File: config.mk
export PLATFORM = sky130hd
export DESIGN_NAME = cla_sub_pipe
export DESIGN_NICKNAME = d
export VERILOG_FILES = /design/src/rtl/adder_pkg.sv /design/src/rtl/cla_slice.sv /design/src/rtl/cla_sub_pipe.sv
export SDC_FILE = /design/constraint.sdc
export NUM_CORES = 1
export LEC_CHECK = 0
export CELL_PAD_IN_SITES_DETAIL_PLACEMENT = 1
export CELL_PAD_IN_SITES_GLOBAL_PLACEMENT = 1
export CORE_MARGIN = 3
export CORE_UTILIZATION = 30
export DETAILED_ROUTE_END_ITERATION = 6
export GPL_TIMING_DRIVEN = 0
export PLACE_DENSITY_LB_ADDON = 0.2
export SYNTH_ARGS = -nofsm -noshare
export SYNTH_HDL_FRONTEND = slang
export SYNTH_HIERARCHICAL = 1
export SYNTH_SLANG_ARGS = --single-unit
File: constraint.sdc
create_clock -name i_clk -period 7.8 [get_ports i_clk]
set_input_delay 1.56 -clock i_clk [delete_from_list [all_inputs] [get_ports i_clk]]
set_output_delay 1.56 -clock i_clk [all_outputs]
set_load 0.02 [all_outputs]
File: src/rtl/adder_pkg.sv
// Shared constants for the pipelined carry-lookahead add/subtract unit.
// Operation encoding is the value driven on i_sub.
package adder_pkg;

    localparam int DEFAULT_WIDTH  = 32;
    localparam int DEFAULT_STAGES = 4;

    typedef enum logic {
        OP_ADD = 1'b0,
        OP_SUB = 1'b1
    } op_e;

endpackage

File: src/rtl/cla_slice.sv
// Combinational SW-bit carry-lookahead slice. b_i arrives already
// conditioned (inverted for subtraction) by the caller.
module cla_slice #(
    parameter int SW = 8
) (
    input  logic [SW-1:0] a_i,
    input  logic [SW-1:0] b_i,
    input  logic          cin_i,
    output logic [SW-1:0] sum_o,
    output logic          cout_o
);

    logic [SW-1:0] gen;
    logic [SW-1:0] prop;
    logic [SW:0]   carry;
    logic          term;
    logic          run;

    assign gen  = a_i & b_i;
    assign prop = a_i | b_i;

    // Each carry is the flat OR of generate terms gated by the running propagate
    // product, so no carry depends on the previously computed one.
    always_comb begin
        carry    = '0;
        term     = 1'b0;
        run      = 1'b0;
        carry[0] = cin_i;
        for (int i = 0; i < SW; i++) begin
            term = gen[i];
            run  = prop[i];
            for (int j = i - 1; j >= 0; j--) begin
                term = term | (run & gen[j]);
                run  = run & prop[j];
            end
            term         = term | (run & cin_i);
            carry[i + 1] = term;
        end
    end

    assign sum_o  = a_i ^ b_i ^ carry[SW-1:0];
    assign cout_o = carry[SW];

endmodule

File: src/rtl/cla_sub_pipe.sv
// Pipelined add/subtract: slice k of the operands is resolved in stage k, with
// the slice carry registered into the next stage and a single global stall.
module cla_sub_pipe
    import adder_pkg::*;
#(
    parameter int WIDTH  = DEFAULT_WIDTH,
    parameter int STAGES = DEFAULT_STAGES
) (
    input  logic             i_clk,
    input  logic             i_rst,
    input  logic             i_valid,
    output logic             o_ready,
    input  logic             i_sub,
    input  logic [WIDTH-1:0] i_op1,
    input  logic [WIDTH-1:0] i_op2,
    output logic             o_valid,
    input  logic             i_ready,
    output logic [WIDTH-1:0] o_result,
    output logic             o_flag
);

    // WIDTH must be a multiple of STAGES.
    localparam int               SW   = WIDTH / STAGES;
    localparam logic [WIDTH-1:0] ONES = '1;

    logic              advance;
    logic [STAGES-1:0] valid_q, sub_q, carry_q, carry_d;
    logic [STAGES-1:0] srcValid, srcSub, srcCin;
    logic [WIDTH-1:0]  opA_q  [STAGES];
    logic [WIDTH-1:0]  opB_q  [STAGES];
    logic [WIDTH-1:0]  res_q  [STAGES];
    logic [WIDTH-1:0]  res_d  [STAGES];
    logic [WIDTH-1:0]  srcA   [STAGES];
    logic [WIDTH-1:0]  srcB   [STAGES];
    logic [WIDTH-1:0]  srcRes [STAGES];
    logic [SW-1:0]     sliceSum [STAGES];
    logic              unusedOps;

    assign advance = ~valid_q[STAGES-1] | i_ready;

    for (genvar k = 0; k < STAGES; k++) begin : g_stage
        localparam logic [WIDTH-1:0] MASK = (ONES >> (WIDTH - SW)) << (k * SW);

        if (k == 0) begin : g_first
            assign srcValid[k] = i_valid;
            assign srcSub[k]   = i_sub;
            assign srcCin[k]   = i_sub;
            assign srcA[k]     = i_op1;
            assign srcB[k]     = i_op2;
            assign srcRes[k]   = '0;
        end else begin : g_next
            assign srcValid[k] = valid_q[k-1];
            assign srcSub[k]   = sub_q[k-1];
            assign srcCin[k]   = carry_q[k-1];
            assign srcA[k]     = opA_q[k-1];
            assign srcB[k]     = opB_q[k-1];
            assign srcRes[k]   = res_q[k-1];
        end

        cla_slice #(
            .SW(SW)
        ) u_slice (
            .a_i    (srcA[k][k*SW +: SW]),
            .b_i    (srcB[k][k*SW +: SW] ^ {SW{srcSub[k]}}),
            .cin_i  (srcCin[k]),
            .sum_o  (sliceSum[k]),
            .cout_o (carry_d[k])
        );

        assign res_d[k] = (srcRes[k] & ~MASK) | (WIDTH'(sliceSum[k]) << (k * SW));
    end

    // Every stage loads together; a held output freezes the whole pipe.
    always_ff @(posedge i_clk or posedge i_rst) begin
        if (i_rst) begin
            valid_q <= '0;
            sub_q   <= '0;
            carry_q <= '0;
            for (int k = 0; k < STAGES; k++) begin
                opA_q[k] <= '0;
                opB_q[k] <= '0;
                res_q[k] <= '0;
            end
        end else if (advance) begin
            valid_q <= srcValid;
            sub_q   <= srcSub;
            carry_q <= carry_d;
            for (int k = 0; k < STAGES; k++) begin
                opA_q[k] <= srcA[k];
                opB_q[k] <= srcB[k];
                res_q[k] <= res_d[k];
            end
        end
    end

    assign unusedOps = ^{opA_q[STAGES-1], opB_q[STAGES-1]};

    assign o_ready  = advance;
    assign o_valid  = valid_q[STAGES-1];
    assign o_result = res_q[STAGES-1];
    assign o_flag   = (sub_q[STAGES-1] == OP_SUB) ? ~carry_q[STAGES-1] : carry_q[STAGES-1];

endmodule
==> out/results.ini <==
[route]
firstDrtPassIters = 4
wl_met1_mm = 9.960
routed_via_density = 4.404
vias = 5831
wl_per_cell_um = 16.15
wl_met3_um = 868
drc_errors = 0
routed_wl_mm = 21.39
drtIter0Drc = 145
top_layer_used = met5
ant_nets = 0
wl_met2_mm = 10.28

[logic_synthesis]
synth_common_cells = dfrtp_1 (188), mux2_4 (100), inv_1 (88), mux2_2 (87), ha_1 (72)
ys_types = 40
yosysMostFrequentCell = dfrtp_1
yosysWarnings = 6
synth_flop_cell = dfrtp_1
syn-mean-instance-area_um2 = 13.58
async_flop_share = 1.000
syn_nets = 891
synth-edff-count = 0
ys_seq_area_frac = 0.4645
syn_inst = 746
synth-seq-cells = 188
netlist_area_um2 = 10130
synth_top_cell_area_share = 0.4645
synth_top_cell_by_area = dfrtp_1
synthTopCellsByArea = dfrtp_1 (46%), mux2_4 (15%), mux2_2 (9.7%)

[floorplanning]
coreArea_um2 = 32870
die_y_um = 189.7
initial_core_util = 0.3081
rows = 66
ios = 104
die_x_um = 189.7
die-area_um2 = 36000

[grt]
grt_pass1_vias = 6250
grt_usage = 0.1252
grt_max_degree = 102
grt_pass1_wl_mm = 35.08
grt-ovfl-total = 0
antenna_found_initial = 1

[layout]
multi_input_area_um2 = 4880
post-route-util = 0.3752
regArea_um2 = 4705
design_area_um2 = 12330
nFillCells = 3519
num-nets-final = 1014
n_antenna_cell = 0
drive_gt1_frac = 0.2891
synthToLayoutAreaGrowth_pct = 21.77
fin_cells = 1324

[sta]
skew_ps = 14.29
rsz0062_at_grt = false
min_period_ps = 4887
hold_viol_final = 0
postLayoutSetupSlackWorst_ps = 2913
max_freq_mhz = 204.6
holdWs_ps = 465.8
finalCritPeriodShare = 0.6266
setup_viol = 0
drv_slew = 0
tns_ps = 0
max_slew.worst_pin.slew_ps = 629.2
relSlewSlack = 0.5805

[worst_setup_path]
crit_type = primary input to output port
crit_required_ps = 6240
cp_slowest_cell = clkdlybuf4s50_1
cp_cell_sequence = clkdlybuf4s50_1 -> nand2b_4 -> buf_6 -> buf_6 -> buf_6 -> clkdlybuf4s50_1
timing.critical_path.mode_cell = buf_6
worstPathMaxFanout = 10
start_kind = primary input
path_buf_inv = 5
critical_path.top_delay_family = buffers and inverters
cp_data_arrival_time_ps = 3330
worst_setup_path_end_kind = output port
max_stage_delay_ps = 620

[clocking]
cts_resized = 0
cts_buffer_depth = 2
post_cts_buffers = 0
clk_latency_ps = 440
cts_tree = yes
h-tree-depth = 4
clockRootBuffer = clkbuf_16
cts-buffers-inserted = 17
postCtsHoldBufs = 0
clk_pin_slew_ps = 70
numClockSinks = 188

[place]
io_buffers = 103
placed_cells = 1292
dp_slack_ps = 2863
placed_area_um2 = 11750
dpl.hpwl_mm = 16.19
routabilityCongestion = 0.7909

[power]
p_per_area_nw_per_um2 = 437.9
leakage_nw = 5.737
vdd_ir_drop_max_v = 0.0001638
power_mw = 5.400

[worst_hold_path]
worstHoldPathType = flip-flop to flip-flop

[job]
maxCapViolCount = 0

[status]
status = finished, final reports clean

[sequential cells by signal, indices dropped and copies added (netlist names)]
register	flops
opB_q	48
res_q	48
sub_q	4
opA_q	48
valid_q	4
o_result	32
carry_q	4
[power breakdown]
part	total (mW)	internal (mW)	switching [mW]
Combinational	2.85	1.59	1.26
Sequential	1.68	1.42	0.263
Clock	0.871	0.484	0.387
Total	5.40	3.49	1.91
[cell usage in the layout (no fill, tap or decap), types with 5 or more instances in the layout]
master,synthesis,layout
nor3_1,6,6
xor2_1,49,49
ha_1,72,72
nor2b_1,7,7
a221o_1,5,5
inv_1,88,87
o21ai_1,6,6
buf_2,11,11
nor2_1,9,9
clkbuf_16,0,17
mux2_2,87,87
and2b_1,5,5
nor4_1,14,14
xnor2_1,8,8
clkdlybuf4s50_1,0,103
dfrtp_1,188,188
mux2_4,100,100
buf_6,14,14
or4_1,6,6
nor3b_1,12,12
[cell families after synthesis]
logic type / Yosys count / share of synthesized area
adders and majority gates: 76 / 0.09686
AOI/OAI and AO/OA: 46 / 0.03843
and+or+nand+nor: 79 / 0.05226
buffers and inverters: 113 / 0.05362
DFF: 188 / 0.4645
muxes: 187 / 0.2450
xor gates and xnor gates: 57 / 0.04930
[worst paths after layout]
path,from,endpoint,slack [ps],depth (start not counted)
min,valid_q[2],valid_q[3],470,1
max reg2reg,sub_q[0],carry_q[1],5320,9
max,i_ready,o_ready,2910,6
max in group asynchronous,i_rst,opA_q[83],5270,3
min in group asynchronous,i_rst,o_result[24],1620,2
min reg2reg,valid_q[2],valid_q[3],470,1
[per-layer routing]
layer	global-route usage	up-vias
met5	0	-
met4	0.03611	2
met3	0.03483	17
met2	0.2076	69
met1	0.1603	2925
li1	-	2818
[layout make-up]
type,count,area share
Multi-Input combinational cell,445,0.3957
Tap cell,442,0.04485
Timing Repair Buffer,104,0.08584
Clock inverter,12,0.01126
Sequential cell,188,0.3815
Buffer,25,0.01725
Inverter,88,0.02739
Clock buffer,20,0.03622
Power figures use the tool's default switching activity.
